`config.mk`:
```
export PLATFORM = sky130hd
export DESIGN_NAME = mmio_uart_tx
export DESIGN_NICKNAME = d
export VERILOG_FILES = /design/src/rtl/mmio_uart_tx.sv
export SDC_FILE = /design/constraint.sdc
export NUM_CORES = 1
export LEC_CHECK = 0
export ABC_AREA = 1
export CAP_MARGIN = 30
export CORE_ASPECT_RATIO = 1.25
export CORE_MARGIN = 1
export CORE_UTILIZATION = 30
export CTS_CLUSTER_SIZE = 28
export DETAILED_ROUTE_END_ITERATION = 10
export PLACE_DENSITY = 0.57
export SLEW_MARGIN = 20
export SYNTH_ARGS = -nofsm -noshare
export SYNTH_HDL_FRONTEND = slang
export SYNTH_SLANG_ARGS = --single-unit
```
`constraint.sdc`:
```
create_clock -name clk -period 2.2 [get_ports clk]
set_clock_uncertainty 0.05 [all_clocks]
set_input_delay 0.44 -clock clk [delete_from_list [all_inputs] [get_ports clk]]
set_output_delay 0.44 -clock clk [all_outputs]
set_load 0.005 [all_outputs]
```
`src/rtl/mmio_uart_tx.sv`:
```
// Memory-mapped 8N1 UART transmitter: a TXDATA/STATUS register window feeding a
// byte FIFO that a four-state serialiser drains onto the tx pin.
module mmio_uart_tx #(
    parameter int          CLKS_PER_BIT = 434,
    parameter int          FIFO_DEPTH   = 16,
    parameter logic [31:0] BASE_ADDR    = 32'h0000_0400
) (
    input  logic        clk,
    input  logic        reset,
    input  logic [31:0] addr,
    input  logic [31:0] wdata,
    input  logic        memWrite,
    output logic        sel,
    output logic [31:0] rdata,
    output logic        tx,
    output logic        txBusy,
    output logic        overflow
);

    localparam int          PW      = (FIFO_DEPTH > 1) ? $clog2(FIFO_DEPTH) : 1;
    localparam logic [PW:0] DEPTH_C = (PW + 1)'(FIFO_DEPTH);
    localparam logic [15:0] LAST_C  = 16'(CLKS_PER_BIT - 1);

    typedef enum logic [1:0] {IDLE, START, DATA, STOP} state_t;

    logic [7:0]    mem [FIFO_DEPTH];
    logic [PW-1:0] wr_ptr_reg, rd_ptr_reg;
    logic [PW:0]   count_reg, count_next;
    logic          overflow_reg, overflow_next;

    state_t        state_reg, state_next;
    logic [15:0]   cnt_reg, cnt_next;
    logic [2:0]    idx_reg, idx_next;
    logic [7:0]    shift_reg, shift_next;
    logic          tx_reg, tx_next;

    logic          push_req, push_ok, clr_req, pop, bit_end;
    logic          empty, full;
    logic [7:0]    count8;
    logic          unused_bits;

    assign sel      = (addr[31:3] == BASE_ADDR[31:3]);
    assign push_req = memWrite & sel & ~addr[2];
    assign clr_req  = memWrite & sel & addr[2] & wdata[3];
    // A full FIFO still takes a byte when the serialiser frees a slot on the same edge.
    assign push_ok  = push_req & ((count_reg != DEPTH_C) | pop);

    assign empty    = (count_reg == '0);
    assign full     = (count_reg == DEPTH_C);
    assign count8   = 8'(count_reg);
    assign txBusy   = (state_reg != IDLE) | ~empty;
    assign overflow = overflow_reg;
    assign tx       = tx_reg;
    assign rdata    = (sel & addr[2]) ? {20'b0, count8, overflow_reg, txBusy, empty, full} : 32'b0;

    assign unused_bits = &{1'b0, addr[1:0], wdata[31:8]};

    always_comb begin
        count_next = count_reg;
        case ({push_ok, pop})
            2'b10:   count_next = count_reg + (PW + 1)'(1);
            2'b01:   count_next = count_reg - (PW + 1)'(1);
            default: count_next = count_reg;
        endcase
        overflow_next = overflow_reg;
        if (push_req & ~push_ok)
            overflow_next = 1'b1;
        else if (clr_req)
            overflow_next = 1'b0;
    end

    always_comb begin
        state_next = state_reg;
        cnt_next   = cnt_reg;
        idx_next   = idx_reg;
        shift_next = shift_reg;
        tx_next    = tx_reg;
        pop        = 1'b0;
        bit_end    = (cnt_reg == LAST_C);
        case (state_reg)
            IDLE: begin
                tx_next = 1'b1;
                if (!empty) begin
                    pop        = 1'b1;
                    shift_next = mem[rd_ptr_reg];
                    state_next = START;
                    cnt_next   = '0;
                    tx_next    = 1'b0;
                end
            end
            START: begin
                if (bit_end) begin
                    state_next = DATA;
                    idx_next   = '0;
                    cnt_next   = '0;
                    tx_next    = shift_reg[0];
                end else begin
                    cnt_next = cnt_reg + 16'd1;
                end
            end
            DATA: begin
                if (bit_end) begin
                    cnt_next   = '0;
                    shift_next = shift_reg >> 1;
                    if (idx_reg == 3'd7) begin
                        state_next = STOP;
                        tx_next    = 1'b1;
                    end else begin
                        idx_next = idx_reg + 3'd1;
                        tx_next  = shift_reg[1];
                    end
                end else begin
                    cnt_next = cnt_reg + 16'd1;
                end
            end
            STOP: begin
                if (bit_end) begin
                    cnt_next = '0;
                    // Chain straight into the next start bit so queued frames abut.
                    if (!empty) begin
                        pop        = 1'b1;
                        shift_next = mem[rd_ptr_reg];
                        state_next = START;
                        tx_next    = 1'b0;
                    end else begin
                        state_next = IDLE;
                        tx_next    = 1'b1;
                    end
                end else begin
                    cnt_next = cnt_reg + 16'd1;
                end
            end
            default: state_next = IDLE;
        endcase
    end

    always_ff @(posedge clk) begin
        if (push_ok)
            mem[wr_ptr_reg] <= wdata[7:0];
    end

    always_ff @(posedge clk or negedge reset) begin
        if (!reset) begin
            wr_ptr_reg   <= '0;
            rd_ptr_reg   <= '0;
            count_reg    <= '0;
            overflow_reg <= 1'b0;
            state_reg    <= IDLE;
            cnt_reg      <= '0;
            idx_reg      <= '0;
            shift_reg    <= '0;
            tx_reg       <= 1'b1;
        end else begin
            if (push_ok)
                wr_ptr_reg <= wr_ptr_reg + PW'(1);
            if (pop)
                rd_ptr_reg <= rd_ptr_reg + PW'(1);
            count_reg    <= count_next;
            overflow_reg <= overflow_next;
            state_reg    <= state_next;
            cnt_reg      <= cnt_next;
            idx_reg      <= idx_next;
            shift_reg    <= shift_next;
            tx_reg       <= tx_next;
        end
    end

endmodule

```
==> run_results.csv <==
group,metric,value,unit
place,placement.io_buffers,53,
drt,antenna_left,0,
setup_path,worstPathRequired,2.29,ns
die,die_h,184.4,um
global_routing,antenna_found_initial,0,
cells_and_area,largest_reg_flops,128,
synthesis,syn_inst,757,
drt,route.vias.total,6091,
power_and_ir_drop,irDropWorstVdd,562.2,uV
synthesis,yosys_warnings,0,
setup_path,cp_max_fo,8,
synthesis,ys.flop_type,"edfxtp_1",
setup_path,arrival,2.27,ns
sta,setup_tns,0,ns
hold_path,hold_class,"in -> async",
synthesis,synth_edf_count,128,
drt,wl_per_cell,15.21,um
cells_and_area,syn_to_final_growth,36.30,%
global_routing,grt.total_usage,15.27,%
synthesis,postSynthAreaPerCell,10.54,um^2
sta,hold_viol_final,0,
drt,avgViaCountPerCell,4.714,
power_and_ir_drop,power_density,629.2,mW/mm^2
clock_tree,clk_pin_slew,0.07,ns
synthesis,ys_async_sr_fraction,25.58,%
global_routing,grt-ovfl-total,0,
synthesis,synth_area_leaders,"edfxtp_1, dfrtp_1, nor2_1, o21ai_0, nand2_1",
cells_and_area,drive_gt1_share,28.47,%
synthesis,yosysUniqueCellTypes,42,
setup_path,crit_type,"reg -> reg",
power_and_ir_drop,leakage,4.370,nW
clock_tree,cts_made_buffers,17,
drt,drt-initial-drc-count,254,
clock_tree,ctsRootBufferMaster,"clkbuf_16",
synthesis,synth_most_common_cell,"nor2_1",
die,ios,103,
synthesis,synth_area_leader_cell,"edfxtp_1",
global_routing,grt_pass1_wl,31.77,mm
place,gp_congestion,0.7765,
sta,rsz0062_at_grt,"true",
cells_and_area,final_nets,1024,
sta,timing.slew.headroom,54.41,%
die,core,0.02610,mm^2
drt,drc,0,
clock_tree,cts_sinks,172,
synthesis,syn_area,0.007980,mm^2
power_and_ir_drop,fin_total_pwr,6.844,mW
synthesis,synth_common_cells,"nor2_1, edfxtp_1, o21ai_0, nand2_1, nand3_1",
sta,setup_violations,0,
setup_path,end_kind,"flip-flop",
run_status,status,"completed",
drt,wirelength,19.66,mm
clock_tree,h-tree-depth,4,
flow_run,cap_viol_max_count,0,
place,hpwl,12.44,mm
clock_tree,clk_path_buf_depth,2,
clock_tree,insertion_delay,0.43,ns
sta,tightest_slew,0.6838,ns
sta,fmax,457.2,MHz
sta,fin_crit,2.187,ns
clock_tree,cts_tree,"yes",
synthesis,yosys_register_bits,172,
drt,drtPass1Iterations,4,
sta,worst_hold_slack,0.4330,ns
die,dieArea,0.02726,mm^2
global_routing,grt_pass1_vias,6217,
sta,finalCritPeriodShare,99.42,%
cells_and_area,diodes,0,
die,start_util,30.58,%
die,rows,66,
setup_path,start_kind,"flip-flop",
synthesis,synthDominantCellAreaShare,48.17,%
sta,finalMaxSlewViolations,0,
synthesis,synth-seq-area-share,61.98,%
global_routing,grt_max_degree,51,
die,die_w,147.9,um
-- worst max-delay path: stages, from the launching register on --
cell and delay [ns]:
dfrtp_1 0.39, inv_2 0.08, ha_4 0.13, nand2_1 0.05, nor2_1 0.10, nand2_2 0.11, nor2_8 0.11, nand3_4 0.09
buf_4 0.16, nand3_4 0.06, nand2_4 0.08, clkinv_8 0.10, nand2_8 0.08, nor2_4 0.13, buf_8 0.17
-- final cells by class --
class / count / area [um^2]
fill: 2489 / 15220
timing repair buffer: 190 / 1659
sequential: 172 / 4947
multi-input combinational: 509 / 3039
clock buffer: 17 / 425.4
inverter: 49 / 198.9
tap: 340 / 425.4
clock inverter: 15 / 181.4
-- where the power goes --
| group | switching, mW | internal (mW) | total (mW) | leakage [nW] |
|---|---|---|---|---|
| logic | 0.120 | 0.138 | 0.259 | 2.34 |
| clock network | 1.37 | 1.72 | 3.09 | 0.289 |
| registers | 0.00524 | 3.49 | 3.50 | 1.74 |
| total | 1.50 | 5.35 | 6.84 | 4.37 |
-- stage by stage --
step | setup slack, ns | util [%] | cells | area [um^2]
floorplan | -0.02630 | - | 779 | 8108
global placement | -0.5620 | 36.32 | 1210 | 9477
detailed placement | -0.6105 | 36.32 | 1210 | 9477
CTS | -0.02423 | 40.37 | 1286 | 10540
global route | -0.1105 | 41.68 | 1292 | 10880
finish | 0.01276 | 41.68 | 1292 | 10880
-- placed cells by master, fill, tap and decap left out, drive strengths merged, types with 2 or more instances in the layout --
cell | Yosys | routed
xor2 | 9 | 9
buf | 27 | 145
conb | 1 | 23
clkinv | 2 | 7
o21ai | 92 | 92
bufinv | 0 | 2
clkinvlp | 0 | 3
dlymetal6s2s | 0 | 7
nand3 | 49 | 49
o221ai | 25 | 25
ha | 17 | 17
clkdlybuf4s50 | 0 | 12
o31ai | 2 | 2
o22ai | 9 | 9
dfrtp | 43 | 43
dlygate4sd2 | 0 | 15
edfxtp | 128 | 128
nor3 | 6 | 6
o211ai | 6 | 6
nor2 | 156 | 156
nand4 | 10 | 10
a32o | 2 | 2
inv | 47 | 52
nand2 | 88 | 88
a21oi | 8 | 8
clkdlybuf4s15 | 0 | 8
clkbuf | 22 | 19
-- final timing paths --
| path | from | endpoint | slack [ns] | cells after the start |
|---|---|---|---|---|
| setup / recovery | cnt_reg[1] | mem[14][5] | 0.01 | 14 |
| hold / removal | reset | cnt_reg[13] | 0.43 | 2 |
| setup reg to reg | cnt_reg[1] | mem[14][5] | 0.01 | 14 |
| hold reg to reg | shift_reg[5] | shift_reg[5] | 0.43 | 2 |
| max in group asynchronous | reset | rd_ptr_reg[0] | 1.07 | 3 |
| min in group clk | shift_reg[5] | shift_reg[5] | 0.43 | 2 |
-- cell families after synthesis --
logic type / Yosys count / share of synthesized area [%]
simple gates: 310 / 16.82
flops: 172 / 61.98
compound gates: 147 / 11.23
buf+inv: 98 / 5.770
fa+ha+maj: 18 / 2.916
xor+xnor: 10 / 1.098
other cells: 1 / 0.04699
mux: 1 / 0.1411
-- per-layer routing --
layer / share of wire (%) / vias to the layer above / track usage [%]
li1: - / 2987 / -
met1: 43 / 2928 / 17.67
met2: 52 / 136 / 26.91
met3: 2.8 / 40 / 2.797
met4: 3.1 / 0 / 7.794
met5: 0 / - / 0
-- repair_timing --
| action | 4_1_cts | 5_1_grt |
|---|---|---|
| gates cloned | 0 | 0 |
| hold buffers | 1 | 0 |
| buffers inserted | 46 | 7 |
| pin swaps | 30 | 33 |
| setup endpoints to repair | 125 | 147 |
| resized for setup | 117 | 84 |
| endpoints found under the hold margin | 15 | 0 |
Power figures use the tool's default switching activity.
